[src/rtl/dual_down_counter.sv]
// Two independent down-counters sharing one load/enable port, steered by Slt.
// Optional feature macro: AUTO_RELOAD_EN (reload the count on expiry instead of stopping at 0).
module dual_down_counter #(
    parameter int WIDTH = 64
) (
    input  logic             Clk,
    input  logic             Reset,
    input  logic             En,
    input  logic             Slt,
    input  logic             Load,
    input  logic [WIDTH-1:0] LoadVal,
    output logic [WIDTH-1:0] Output0,
    output logic [WIDTH-1:0] Output1,
    output logic             Zero0,
    output logic             Zero1,
    output logic             Done0,
    output logic             Done1
);

    // state | meaning
    // IDLE  | count == 0, decrement requests are ignored (saturate at 0)
    // RUN   | count != 0, En decrements toward expiry
    typedef enum logic {
        IDLE = 1'b0,
        RUN  = 1'b1
    } state_t;

    state_t           r_state  [2];
    state_t           w_state_nxt [2];
    logic [WIDTH-1:0] r_cnt    [2];
    logic [WIDTH-1:0] w_cnt_nxt [2];
    logic             r_done   [2];
    logic             w_done_nxt [2];
    logic             w_sel    [2];
`ifdef AUTO_RELOAD_EN
    logic [WIDTH-1:0] r_reload [2];
    logic [WIDTH-1:0] w_reload_nxt [2];
`endif

    assign w_sel[0] = ~Slt;
    assign w_sel[1] = Slt;

    always_ff @(posedge Clk) begin
        if (!Reset) begin
            for (int ch = 0; ch < 2; ch++) begin
                r_state[ch]  <= IDLE;
                r_cnt[ch]    <= '0;
                r_done[ch]   <= 1'b0;
`ifdef AUTO_RELOAD_EN
                r_reload[ch] <= '0;
`endif
            end
        end else begin
            for (int ch = 0; ch < 2; ch++) begin
                r_state[ch]  <= w_state_nxt[ch];
                r_cnt[ch]    <= w_cnt_nxt[ch];
                r_done[ch]   <= w_done_nxt[ch];
`ifdef AUTO_RELOAD_EN
                r_reload[ch] <= w_reload_nxt[ch];
`endif
            end
        end
    end

    always_comb begin
        for (int ch = 0; ch < 2; ch++) begin
            w_state_nxt[ch]  = r_state[ch];
            w_cnt_nxt[ch]    = r_cnt[ch];
            w_done_nxt[ch]   = 1'b0;
`ifdef AUTO_RELOAD_EN
            w_reload_nxt[ch] = r_reload[ch];
`endif
            if (w_sel[ch]) begin
                if (Load) begin
                    w_cnt_nxt[ch]   = LoadVal;
                    w_state_nxt[ch] = (LoadVal != '0) ? RUN : IDLE;
`ifdef AUTO_RELOAD_EN
                    w_reload_nxt[ch] = LoadVal;
`endif
                end else if (En && (r_state[ch] == RUN)) begin
                    if (r_cnt[ch] == WIDTH'(1)) begin
                        w_done_nxt[ch] = 1'b1;
`ifdef AUTO_RELOAD_EN
                        // A zero reload value falls back to plain expiry.
                        w_cnt_nxt[ch]   = r_reload[ch];
                        w_state_nxt[ch] = (r_reload[ch] != '0) ? RUN : IDLE;
`else
                        w_cnt_nxt[ch]   = '0;
                        w_state_nxt[ch] = IDLE;
`endif
                    end else begin
                        w_cnt_nxt[ch] = r_cnt[ch] - WIDTH'(1);
                    end
                end
            end
        end
    end

    assign Output0 = r_cnt[0];
    assign Output1 = r_cnt[1];
    assign Zero0   = (r_cnt[0] == '0);
    assign Zero1   = (r_cnt[1] == '0);
    assign Done0   = r_done[0];
    assign Done1   = r_done[1];

endmodule

[config.mk]
export PLATFORM = sky130hd
export DESIGN_NAME = dual_down_counter
export DESIGN_NICKNAME = d
export VERILOG_FILES = /design/src/rtl/dual_down_counter.sv
export SDC_FILE = /design/constraint.sdc
export NUM_CORES = 1
export LEC_CHECK = 0
export ABC_AREA = 1
export BUFFER_PORTS_ARGS = -buffer_cell sky130_fd_sc_hd__buf_4
export CELL_PAD_IN_SITES_DETAIL_PLACEMENT = 1
export CELL_PAD_IN_SITES_GLOBAL_PLACEMENT = 2
export CORE_MARGIN = 10
export CORE_UTILIZATION = 31
export CTS_CLUSTER_SIZE = 28
export DETAILED_ROUTE_END_ITERATION = 16
export GPL_TIMING_DRIVEN = 1
export PLACE_DENSITY = 0.91
export SKIP_LAST_GASP = 1
export SLEW_MARGIN = 15
export SYNTH_ARGS = -nofsm -noshare
export SYNTH_HDL_FRONTEND = slang
export SYNTH_SLANG_ARGS = --single-unit
[constraint.sdc]
create_clock -name Clk -period 4 [get_ports Clk]
set_input_delay 0.4 -clock Clk [delete_from_list [all_inputs] [get_ports Clk]]
set_output_delay 0.4 -clock Clk [all_outputs]
set_load 0.005 [all_outputs]
==> impl.org, run 1 <==
** Drt
- Remaining number of nets flagged by the antenna check after routing :: 0
- For this block, the initial DRC count from the detailed router was 821.
- Via count of the routed design :: 12875
- Routed wire length :: 52670 µm
- Routed wirelength normalized by instance count :: 21.34 µm
- The first TritonRoute pass finished after 5 iterations.
- # DRC :: 0
- In the routed layout, each cell is associated on average with a via count of 5.217.

** Global route
- Via count of the first global-routing pass :: 13248
- Antenna violations before repair :: 0
- Routing usage on met2 :: 42.14%
- For this run the aggregate overflow at the end of global routing stands at 0.
- Global-route wire length before repair :: 79960 µm
- Pin count of the biggest net entering global routing :: 77
- Total global routing track utilization :: 25.01%
- Global route hottest layer :: met2
- Met3 track utilization from global routing :: 3.379%
- Global routing consumed, on the met1 layer, 31.91% of the routing resources.

** STA
- The number of hold violations in the final report came to 0.
- Setup violations remaining at the end of the flow were counted as 0.
- At the pin with the least slew margin, the transition time is 1178 ps.
- Worst slew margin :: 21.36%
- Setup repair after global routing left no endpoint under its margin.
- Setup clock skew after layout :: 10.53 ps
- Based on the critical path, the design can be clocked at up to 0.3770 GHz.
- The worst path needs 2652 ps of the cycle, external delays included.
- After layout, the worst path uses 66.31% of the clock period.
- Hold WS :: 260.1 ps
- Setup total negative slack on the finished layout was measured at 0 ps.
- Final Max Slew Viols :: 0

** Critical path
- For the worst setup path, the data required time is 3600 ps.
- Of all nets on the critical path, the largest fanout is 5.
- Critical setup path kind :: flop to output pin
- Worst setup SP type :: flop
- Arrival time worst endpoint :: 2250 ps
- Kind of end point of the critical path :: output pin

** Job
- Count of maximum capacitance violations :: 0

** Synth
- Post-synth top area cell :: sky130_fd_sc_hd__dfxtp_1
- Summed instance area of the synthesized netlist :: 10440 µm²
- EDFF count, synth :: 0
- Averaged over all synthesized cells, the footprint is 5.665 µm².
- Sequential fraction of the synthesis area :: 25.31%
- Synthesis produced 1843 cells.
- Number of nets produced by synthesis :: 1918
- In this run, distinct cell masters in the synthesized netlist total 36.
- Number of synthesized register bits :: 132
- Yosys Warn Count :: 0
- Among all flip-flop cells after synthesis, the most frequent one is sky130_fd_sc_hd__dfxtp_1.
- Yosys attributes the largest share of cell area to sky130_fd_sc_hd__dfxtp_1 25%, sky130_fd_sc_hd__nor2_1 16%, sky130_fd_sc_hd__nand2_1 16%, sky130_fd_sc_hd__a21oi_1 6.5%, sky130_fd_sc_hd__o21ai_0 6.4%.
- Yosys top cell area share :: 25.31%
- Async S/R FF share, synth :: 0%

** Power
- PD cells :: 367.5 nW/µm²
- Net switching is 40.03% of the power.
- In this run the static leakage power is 6.282 nW.
- The internal portion of the total power is 2.831 mW.
- For this design the total switching power over the nets is 1.890 mW.
- The share of total power dissipated in combinational logic is 31.3%.
- Sequential cells account for 33.8% of the total power.
- Part of the power in the clock network :: 34.9%
- Across the VDD grid, the largest voltage drop is 0.3170 mV.

** CTS
- Counting along the longest clock path gives a buffer depth of 2.
- Counting the buffers created by CTS gives 17.
- After clock tree synthesis, the clock-pin slew on the worst setup and hold paths is 70 ps.
- Maximum level of the CTS H-tree :: 4
- Count of hold buffers inserted by post-cts repair :: 0
- Clock latency at the later pin of the worst-skew pair :: 460 ps
- The tree is rooted in a sky130_fd_sc_hd__clkbuf_16.
- Clock Sink Count :: 132
- After clock tree synthesis, the setup repair step added 0 buffers.
- TritonCTS built the clock tree.
- Post-CTS Resized :: 0

** Final layout
- Final non-filler cell total :: 2468
- Diode count :: 0
- The net count of the finished layout is 2082.
- From synthesis to final layout, the design area changed by 23.05%.
- Ratio of cells with drive above 1 in the final layout :: 16.49%
- For this run, the share of the core covered by cells in the final layout is 38.50%.
- With fillers left out, the area of the finished cells amounts to 12850 µm².
- The filler cells instantiated in the layout total 4623.

** Placed design
- DP HPWL :: 42410 µm
- Cell Count Post-Placement :: 2436
- DP Area :: 12260 µm²
- In this run the tool buffered the top-level ports with 200 buffer cells.
- At the end of routability-driven placement, the weighted congestion stood at 0.9466.

** Die
- The initialized floorplan defines 67 standard-cell rows.
- Starting density of the core :: 31.29%
- 201 I/O pins were placed.
- The floorplan step set the die width to 203.5 µm.
- Die area :: 41420 µm²
- Die span in y :: 203.5 µm
- Area of the core :: 33360 µm²

** Status
- The run finished with clean final reports.

** Hold path
- In this run the worst hold path is classified as input port to flop.
-- power groups by stage --
stage | logic [mW] | clock network (mW) | registers [mW]
after floorplan | 0.882 | 0 | 1.56
after detailed placement | 1.47 | 0 | 1.62
after global routing | 1.64 | 1.72 | 1.61
final | 1.48 | 1.65 | 1.59
after global placement | 1.45 | 0 | 1.61
after CTS | 1.48 | 1.66 | 1.59
-- cells in the mapped netlist (6+ instances only) --
library cell	number
sky130_fd_sc_hd__inv_1	161
sky130_fd_sc_hd__nand3b_1	12
sky130_fd_sc_hd__nor2_4	10
sky130_fd_sc_hd__clkbuf_1	43
sky130_fd_sc_hd__buf_6	9
sky130_fd_sc_hd__and2_1	7
sky130_fd_sc_hd__nand3_1	106
sky130_fd_sc_hd__nor2_2	28
sky130_fd_sc_hd__nand4_1	27
sky130_fd_sc_hd__nand2_2	9
sky130_fd_sc_hd__nand2_1	449
sky130_fd_sc_hd__xnor2_1	16
sky130_fd_sc_hd__dfxtp_1	132
sky130_fd_sc_hd__a21oi_1	136
sky130_fd_sc_hd__xor2_1	25
sky130_fd_sc_hd__nand3_2	20
sky130_fd_sc_hd__buf_2	6
sky130_fd_sc_hd__or2_2	11
sky130_fd_sc_hd__inv_2	7
sky130_fd_sc_hd__nor2_1	452
sky130_fd_sc_hd__o21ai_0	134
sky130_fd_sc_hd__ha_1	6
-- through the flow --
step	power, mW	worst slack, ps
3_3_place_gp	3.065	1701
6_report	4.720	1348
2_1_floorplan	2.446	2397
3_5_place_dp	3.087	1623
5_1_grt	4.977	1247
4_1_cts	4.730	1368
-- flip-flops by register name, summed over array words and instances (netlist names) --
signal   flops
r_cnt      128
r_done       2
r_state      2
-- worst max-delay path, stage by stage, from the launching register on --
cell	delay [ps]
sky130_fd_sc_hd__dfxtp_1	410
sky130_fd_sc_hd__nor2_1	190
sky130_fd_sc_hd__nand2_1	110
sky130_fd_sc_hd__nor2_2	240
sky130_fd_sc_hd__nand2_2	150
sky130_fd_sc_hd__nor4_1	500
sky130_fd_sc_hd__buf_4	200
-- path summary, 6_finish.rpt --
path,start,end,slack (ps),depth (start not counted)
worst max-delay path,r_cnt[0][22]$_SDFFE_PN0P_,Zero0,1350,6
worst min register to register,r_state[0][0]$_SDFFE_PN0P_,r_state[0][0]$_SDFFE_PN0P_,470,2
worst max register to register,r_cnt[0][22]$_SDFFE_PN0P_,r_cnt[0][51]$_SDFFE_PN0P_,1600,11
worst min-delay path,Slt,r_done[0][0]$_SDFF_PP0_,260,2
-- placed cells by master (no fill, tap or decap), drive strengths merged --
cell	instances
xor2	25
and2	8
buf	207
nor3	4
a21o	2
nand2	462
o21a	2
o21bai	4
nor4	3
clkinvlp	6
ha	6
nand3	126
a21oi	140
nor2	490
clkbuf	17
or2	12
bufinv	2
and3	3
nand3b	12
dfxtp	132
nand4	27
inv	171
o21ai	138
clkinv	5
xnor2	16
-- routing by layer --
layer / share of wire [%] / up-vias
li1: - / 6185
met2: 48 / 336
met4: 3.1 / 0
met1: 45 / 6275
met3: 4.3 / 79
met5: 0 / -
-- layout make-up --
class / count / area (µm²) / share of cell area (%)
multi-input combinational: 1480 / 6868 / 53.46
sequential: 132 / 2643 / 20.57
timing repair buffer: 207 / 1554 / 12.10
inverter: 169 / 636.9 / 4.958
tap: 448 / 560.5 / 4.363
clock buffer: 17 / 425.4 / 3.312
clock inverter: 15 / 158.9 / 1.237
-- cell families after synthesis --
| logic type | Yosys count | share of synthesized area (%) |
|---|---|---|
| xor gates and xnor gates | 41 | 3.440 |
| adders and majority gates | 6 | 0.7191 |
| AOI/OAI and AO/OA | 286 | 14.05 |
| DFF | 132 | 25.31 |
| and+or+nand+nor | 1147 | 47.44 |
| buffers and inverters | 231 | 9.048 |
Power figures use the tool's default switching activity.
==> inputs of run 2 (changes only) <==
Settings changed: CORE_UTILIZATION 31 to 29, PLACE_DENSITY 0.91 to 0.86.
Clock period 4 ns to 2.5 ns, I/O delays scaled along.
==> run 2 against run 1 <==
Critical path type unchanged. Wire length grew 2.2%. Cell count grew 3.0%. Worst hold slack lost 110 ps. Clock skew shrank 1.4 ps. Setup slack lost 1200 ps. Clock-buffer cell count grew 9.
==> impl.org, run 2 (same netlist as run 1, synthesis figures left out) <==
** CTS
- The clock tree buffer depth was 2 (unchanged).
- CTS placed an instance of sky130_fd_sc_hd__clkbuf_16 at the clock tree root.
- Clock Sink Count :: 132 (unchanged)
- Num CTS Buffers :: 17 (unchanged)
- Clock-pin transition on the worst setup and hold timing paths :: 60 ps (about the same)
- The CTS H-tree depth came to 4 (unchanged).
- TritonCTS built the clock tree.
- Clock latency at the later pin of the worst-skew pair :: 440 ps (-20 ps)
- The buffer count from post-CTS setup fixing was 0 (unchanged).

** Drt
- The per-cell routed wire length was 21.16 µm (-0.85%).
- The average via count per standard cell came to 5.118 (-1.9%).
- Detailed Route Iter0 Violations :: 881 (+7.3%)
- Via count of the routed design :: 13015 (+1.1%)
- The number of nets with antenna violations after routing was 0 (unchanged).
- # DRC :: 0 (unchanged)
- The total wire length came to 53800 µm (+2.2%).
- Number of iterations in the first detailed-routing pass :: 5 (unchanged)

** Placed design
- The placement-stage worst setup slack came to 240.2 ps (-1383 ps).
- The final estimated routing congestion in global placement was 0.9492 (+0.27%).
- The count of input and output buffers was 200 (unchanged).
- The placed wire-length estimate after detailed placement was 44070 µm (+3.9%).

** Final layout
- The library cells used most frequently in the layout, excluding fill and tap cells, are 452 x sky130_fd_sc_hd__nor2_1, 449 x sky130_fd_sc_hd__nand2_1, 265 x sky130_fd_sc_hd__buf_4.
- Largest registers in the final layout :: r_cnt: 128 flops, r_done: 2 flops, r_state: 2 flops
- The library cell used most frequently in the layout, excluding fill and tap cells, is sky130_fd_sc_hd__nor2_1.
- Top reg by flops :: r_cnt
- Nets :: 2145 (+3.0%)
- Count of filler cells inserted in the layout :: 4838 (+4.7%)
- The share of cells above drive strength 1 is 18.89% (+2.4 points).
- The number of flip-flops under the largest register name was 128 (unchanged).
- Relative to the synthesized area, the layout overhead comes to 28.27%.

** STA
- The tightest slew margin relative to the limit came to 50.15% (+29 points).
- Count of final hold-check violations :: 0 (unchanged)
- The transition time at the pin with the least slew margin was 747.7 ps (-430.2 ps).
- The setup skew after layout came to 9.119 ps (-1.411 ps).
- Setup TNS after final layout :: 0 ps (unchanged)
- Final critical-path share of the clock period :: 93.06%
- For this run, the top clock speed supported by timing is 0.4298 GHz.
- Setup slack after layout :: 173.6 ps (-1174 ps)
- For the finished layout, the period the worst path requires is 2326 ps.
- The final setup violation count is 0 (unchanged).
- RSZ-0062 raised after global routing :: no
- Final Max Slew Viols :: 0 (unchanged)

** Status
- Outcome :: complete, no violations

** Die
- The initial standard-cell utilization of the core was 29.35% (-1.9 points).
- The number of rows in the core area was 69 (+3.0%).
- Area of the core :: 35570 µm² (+6.6%)
- Number of ports placed on the die boundary :: 201 (unchanged)
- Chip width :: 209.7 µm (+3.1%)
- Die span in y :: 209.7 µm (+3.1%)
- Die area :: 43990 µm² (+6.2%)

** Power
- Maximum vdd ir drop :: 0.5463 mV (+72%)
- The static leakage came to 6.646 nW (+5.8%).
- The power density relative to cell area was 568.1 nW/µm² (+55%).

** Critical path
- Required time at the endpoint of the critical path :: 2250 ps (-1350 ps)
- The worst endpoint data arrival time came to 2080 ps (-170 ps).
- The largest fanout on the critical path was 6 (+1).
- Worst setup SP type :: flop
- For this design, the slowest cell found on the critical path is sky130_fd_sc_hd__dfxtp_1.
- Largest incremental delay on the critical path :: 370 ps (-130 ps)
- Cells traversed along the worst timing path :: nor2_1 -> nand2_1 -> nor2_1 -> inv_1 -> nor2_1 -> nand3_1 -> nor3_2 -> buf_4
- Crit-path most repeated cell :: sky130_fd_sc_hd__nor2_1
- Critical setup path kind :: flop to output pin
- The worst setup path is captured at an output pin.

** Global route
- The maximum number of pins on one net before global-route repair is 72 (-6.5%).
- Global-route wire length before repair :: 81300 µm (+1.7%)
- The initial antenna violation count is 2 (+2).
- The number of global-route vias before repair came to 13628 (+2.9%).
- Total global routing track utilization :: 23.98% (-1.0 points)
- Grt ovf :: 0 (unchanged)

** Job
- The number of max-cap violations is 0 (unchanged).

** Hold path
- The tightest min-delay check is of the input port to flop type.
==> run 2: changes by cell type in the layout (fill, tap and decap cells not counted), moves of 3 or more <==
cell / delta
sky130_fd_sc_hd__buf_4: +58
sky130_fd_sc_hd__clkbuf_8: +6
sky130_fd_sc_hd__clkinvlp_4: -6
sky130_fd_sc_hd__buf_12: +5
sky130_fd_sc_hd__clkbuf_1: +3
sky130_fd_sc_hd__clkinv_4: -3
==> run 2: worst paths after layout <==
| path | startpoint | to | slack [ps] | cells past startpoint |
|---|---|---|---|---|
| worst min-delay path | LoadVal[1] | r_cnt[0][65]$_SDFFE_PN0P_ | 150 | 3 |
| worst min register to register | r_state[0][1]$_SDFFE_PN0P_ | r_state[0][1]$_SDFFE_PN0P_ | 470 | 2 |
| worst max-delay path | r_cnt[0][81]$_SDFFE_PN0P_ | Zero1 | 170 | 8 |
| worst max register to register | r_cnt[0][16]$_SDFFE_PN0P_ | r_cnt[0][30]$_SDFFE_PN0P_ | 200 | 11 |
==> run 2: timing repair <==
| action | 4_1_cts | 5_1_grt |
|---|---|---|
| resized for setup | 0 | 2 |
| endpoints found under the setup margin | 0 | 2 |
| hold buffers | 0 | 0 |
==> run 2: worst max-delay path, delay by kind of cell, from the launching register on <==
family                 cells  cell delay (ps)
AND/OR/NAND/NOR            6             1010
buffers and inverters      2              240
flip-flops                 1              370
==> run 2: routing by layer <==
metal	global-route usage, %	vias up	wire length (µm)
li1	-	6307	-
met1	30.30	6312	24120
met2	40.14	325	25340
met3	4.113	69	2635
met4	8.385	2	1683
met5	0	-	19
==> run 2: area by class of cell <==
| class | instances | area [µm²] | area share, % |
|---|---|---|---|
| multi-input combinational | 1480 | 6879 | 51.37 |
| clock buffer | 26 | 519.2 | 3.877 |
| antenna | 1 | 2.502 | 0.01869 |
| sequential | 132 | 2643 | 19.73 |
| tap | 461 | 576.8 | 4.307 |
| inverter | 169 | 636.9 | 4.756 |
| clock inverter | 4 | 45.04 | 0.3364 |
| timing repair buffer | 270 | 2090 | 15.60 |
==> run 2: power breakdown <==
group	switching [mW]	total, mW	internal (mW)
logic	1.68	2.57	0.895
registers	0.210	2.47	2.26
clock network	1.05	2.56	1.51
total	2.94	7.61	4.67
==> run 2: stage by stage <==
stage | hold WS, ps | cells | utilization [%] | total power [mW] | area [µm²]
floorplan | 326.2 | 1843 | - | 3.914 | 10440
global placement | 455.1 | 2512 | 36.02 | 5.028 | 12810
detailed placement | 465.5 | 2512 | 36.02 | 5.068 | 12810
CTS | 129.4 | 2542 | 37.61 | 7.634 | 13380
global route | 156.3 | 2543 | 37.65 | 8.024 | 13390
finish | 148.5 | 2543 | 37.65 | 7.608 | 13390
==> inputs of run 3 (changes only) <==
Settings changed: ABC_AREA 1 to 0, CORE_UTILIZATION 29 to 30, PLACE_DENSITY 0.86 to 0.84, SETUP_SLACK_MARGIN set to 0.02.
==> run 3 against run 2 <==
The run now ends with setup timing left. Worst hold slack got worse by 90 ps. Register-to-register slack got worse by 490 ps. Fmax decreased by 17%. First-iteration DRC count increased by 55%. Core utilization increased by 16 points. Sequential cell count unchanged. Cell area increased by 7.4%. Clock skew increased by 5.5 ps. Clock power increased by 14%.
==> impl.org, run 3 <==
** Critical path
- Worst reg2reg setup slack :: -290 ps (-490 ps)
- The worst endpoint data arrival time came to 3100 ps (+1020 ps).
- Critical setup path kind :: flop to flop
- The number of cells on the worst reg-to-reg path came to 10 (-1).
- The endpoint identified for the worst register-to-register timing path is r_cnt[0][29]$_SDFFE_PN0P_.
- Kind of end point of the critical path :: flop
- The count of buffer and inverter cells on the critical path was 3 (+1).
- Cells traversed along the worst timing path :: or4_4 -> nor4_4 -> nand4_1 -> o21ai_4 -> buf_6 -> buf_6 -> nor2_4 -> buf_6 -> a22oi_1 -> o21ai_0
- CP max stage cell :: sky130_fd_sc_hd__or4_4
- Worst setup SP type :: flop
- The largest fanout on the critical path was 8 (+2).
- Required time at the endpoint of the critical path :: 2810 ps (+560 ps)
- The delay of the slowest cell on the worst path is 590 ps (+220 ps).
- The startpoint identified for the worst register-to-register timing path is r_cnt[0][21]$_SDFFE_PN0P_.
- CP delay by family, top :: simple AND/OR/NAND/NOR gates
- Crit-path most repeated cell :: sky130_fd_sc_hd__buf_6

** Final layout
- The top cell types in the final layout, fill and taps aside, are 452 x sky130_fd_sc_hd__buf_4, 122 x sky130_fd_sc_hd__dfxtp_1, 93 x sky130_fd_sc_hd__nand2_1.
- The filler cell count in the final layout is 3119 (-36%).
- The post-route cell area is 14390 µm² (+7.4%).
- From synthesis to final layout, the design area changed by 74.97%.
- Most common cell after layout, fill and taps aside :: sky130_fd_sc_hd__buf_4
- Flip-flop count of the largest register after layout :: 128 (unchanged)
- Diode count :: 0 (-1)
- The largest registers in the layout are r_cnt: 128 flops, r_done: 2 flops, r_state: 2 flops.
- The share of cells above drive strength 1 is 46.62% (+28 points).
- Top reg by flops :: r_cnt
- The number of cells in the finished layout apart from fillers is 1911 (-25%).
- The total number of nets in the final design came to 1632 (-24%).

** STA
- Post-route minimum period :: 2788 ps (+462.1 ps)
- Final critical-path share of the clock period :: 111.5% (+18 points)
- Worst slew margin :: 39.55% (-11 points)
- The final setup violation count is 78 (+78).
- Hold WS :: 58.99 ps (-89.52 ps)
- Final Max Slew Viols :: 0 (unchanged)
- RSZ-0062 raised after global routing :: yes
- The number of hold violations in the final report is 0 (unchanged).
- The setup skew after layout is 14.58 ps (+5.460 ps).
- The highest clock frequency the design can meet was 0.3586 GHz (-17%).
- The worst-case setup margin in the final layout was -288.5 ps (-462.1 ps).
- The transition time at the pin with the least slew margin was 903.4 ps (+155.7 ps).

** Die
- The initial standard-cell utilization of the core was 30.51% (+1.2 points).
- Area of the core :: 26950 µm² (-24%)
- Chip width :: 185.5 µm (-12%)
- The overall die area is 34430 µm² (-22%).
- Number of rows in the core area :: 60 (-13%)
- Die span in y :: 185.5 µm (-12%)
- The I/O pin total was 201 (unchanged).

** Hold path
- The tightest min-delay check is of the input port to flop type.
- Origin of the worst min-delay path :: LoadVal[57]
- The path with the worst hold slack has its endpoint at r_cnt[0][121]$_SDFFE_PN0P_.
- Depth of the worst hold-timing path :: 3 (unchanged)

** CTS
- Clock tree synthesis selected as its root buffer the cell sky130_fd_sc_hd__clkbuf_16.
- Clock tree buffer depth :: 2 (unchanged)
- Clock latency at the later pin of the worst-skew pair :: 450 ps (about the same)
- Clock-pin transition on the worst setup and hold timing paths :: 70 ps (about the same)
- Clock Sink Count :: 132 (unchanged)
- The clock buffer count from CTS came to 17 (unchanged).
- TritonCTS clock tree :: built
- The post-cts hold buffer count is 0 (unchanged).
- The CTS H-tree depth is 4 (unchanged).

** Placed design
- Routability Congestion :: 0.9894 (+4.2%)
- The number of placed instances with taps included came to 1809 (-28%).
- The placed wire-length estimate after detailed placement came to 37900 µm (-14%).
- The area after detailed placement is 11910 µm² (-7.1%).
- The count of input and output buffers was 200 (unchanged).

** Drt
- The per-cell routed wire length came to 30.09 µm (+42%).
- Via count of the routed design :: 12583 (-3.3%)
- The number of remaining DRC errors was 0 (unchanged).
- Detailed-route vias per instance :: 6.585 (+29%)
- The total wire length came to 57510 µm (+6.9%).
- The number of nets with antenna violations after routing came to 0 (unchanged).
- The violation count after the first detailed-route iteration came to 1367 (+55%).
- The count of TritonRoute iterations in the first routing pass was 6 (+1).

** Power
- LEAKAGE :: 5.920 nW (-11%)
- Maximum vdd ir drop :: 0.4700 mV (-14%)
- Total power :: 8.915 mW (+17%)
- The power density relative to cell area was 619.7 nW/µm² (+9.1%).

** Synth
- Number of nets produced by synthesis :: 1174 (-39%)
- The synthesized cell area is 8222 µm² (-21%).
- The number of unique standard cell types used by synthesis was 73 (+100%).
- Among all flip-flop cells after synthesis, the most frequent one is sky130_fd_sc_hd__dfxtp_1.
- Yosys top cell area share :: 32.14% (+6.8 points)
- Avg Cell Area, Syn :: 7.481 µm² (+32%)
- The count of state elements after synthesis is 132 (unchanged).
- Yosys attributes the largest share of cell area to sky130_fd_sc_hd__dfxtp_1 32%, sky130_fd_sc_hd__o21ai_0 6.3%, sky130_fd_sc_hd__nor3_1 4.7%, sky130_fd_sc_hd__nand2_1 4.6%, sky130_fd_sc_hd__nor2_1 4.5%.
- Sequential fraction of the synthesis area :: 32.14% (+6.8 points)
- Synth top cells by count :: 132 x sky130_fd_sc_hd__dfxtp_1, 103 x sky130_fd_sc_hd__o21ai_0, 100 x sky130_fd_sc_hd__nand2_1
- Yosys Warn Count :: 0 (unchanged)
- Most frequently used cell type in the post-synthesis netlist :: sky130_fd_sc_hd__dfxtp_1
- Post-synth top area cell :: sky130_fd_sc_hd__dfxtp_1
- The fraction of synthesis flops using an asynchronous set or reset pin was 0% (unchanged).
- Gate count of the mapped netlist :: 1099 (-40%)
- The number of enable flip-flop cells after synthesis was 0 (unchanged).

** Global route
- The number of global-route vias before repair was 12499 (-8.3%).
- The first-pass GRT wire length came to 76710 µm (-5.7%).
- The initial antenna violation count came to 0 (-2).
- The aggregate global routing overflow was 0 (unchanged).
- Pin count of the biggest net entering global routing :: 70 (-2.8%)
- Total global routing track utilization :: 29.26% (+5.3 points)

** Job
- Count of maximum capacitance violations :: 0 (unchanged)

** Status
- Outcome :: finished with violations
- The final reports fail on setup timing.
run 3: how the worst max path moves through the flow:
stage,start,endpoint,depth (start not counted)
2_1_floorplan,r_cnt[0][65]$_SDFFE_PN0P_,r_cnt[0][86]$_SDFFE_PN0P_,9
3_3_place_gp,r_cnt[0][65]$_SDFFE_PN0P_,r_cnt[0][86]$_SDFFE_PN0P_,9
3_5_place_dp,r_cnt[0][65]$_SDFFE_PN0P_,r_cnt[0][86]$_SDFFE_PN0P_,9
4_1_cts,r_cnt[0][65]$_SDFFE_PN0P_,r_cnt[0][86]$_SDFFE_PN0P_,9
5_1_grt,r_cnt[0][21]$_SDFFE_PN0P_,r_cnt[0][13]$_SDFFE_PN0P_,10
6_report,r_cnt[0][21]$_SDFFE_PN0P_,r_cnt[0][29]$_SDFFE_PN0P_,10
run 3: where the power goes:
part	switching (mW)	internal, mW	total, mW
logic	2.04	1.51	3.55
registers	0.178	2.26	2.44
clock network	1.13	1.79	2.92
run 3: stage by stage:
stage | worst slack (ps) | utilization, % | TNS [ps]
2_1_floorplan | -212.0 | - | -544.7
3_3_place_gp | -116.6 | 44.18 | -1016
3_5_place_dp | -172.6 | 44.18 | -5036
4_1_cts | -147.2 | 49.20 | -958.9
5_1_grt | -339.6 | 53.38 | -18340
6_report | -288.5 | 53.38 | -11750
run 3: timing repair:
item	CTS	global route
endpoints found under the setup margin	109	125
pin swaps	37	117
gates cloned	6	1
resized for setup	88	206
buffers inserted	23	44
run 3: layer usage:
metal / vias up / global-route usage [%] / part of all wire [%]
met2: 916 / 48.75 / 47
met3: 314 / 7.545 / 11
met5: - / 0 / 0
met1: 6130 / 34.08 / 35
met4: 0 / 14.64 / 6.8
li1: 5223 / - / -
run 3: worst reg2reg max path: cells and delay by family, from the launching register on:
family,cells,cell delay [ps]
AO/OA/AOI/OAI,3,610
AND/OR/NAND/NOR,4,1300
buffers and inverters,3,410
flip-flops,1,340
run 3: kinds of logic after synthesis:
family          after synthesis  share of synthesized area (%)
xor+xnor                      2                         0.2131
simple gates                487                          30.67
buf+inv                      93                          5.052
fa+ha+maj                     6                         0.9131
flops                       132                          32.14
mux                           1                         0.1218
compound gates              378                          30.89
run 3: final cells by class:
| cell class | instances | area (µm²) | share of cell area, % |
|---|---|---|---|
| multi-input cells | 874 | 6289 | 43.72 |
| repair buffers | 512 | 4282 | 29.76 |
| flip-flops and latches | 132 | 2660 | 18.49 |
| clock buffers | 21 | 481.7 | 3.349 |
| well taps | 341 | 426.7 | 2.966 |
| clock inverters | 11 | 171.4 | 1.192 |
| inverters | 20 | 75.07 | 0.5219 |
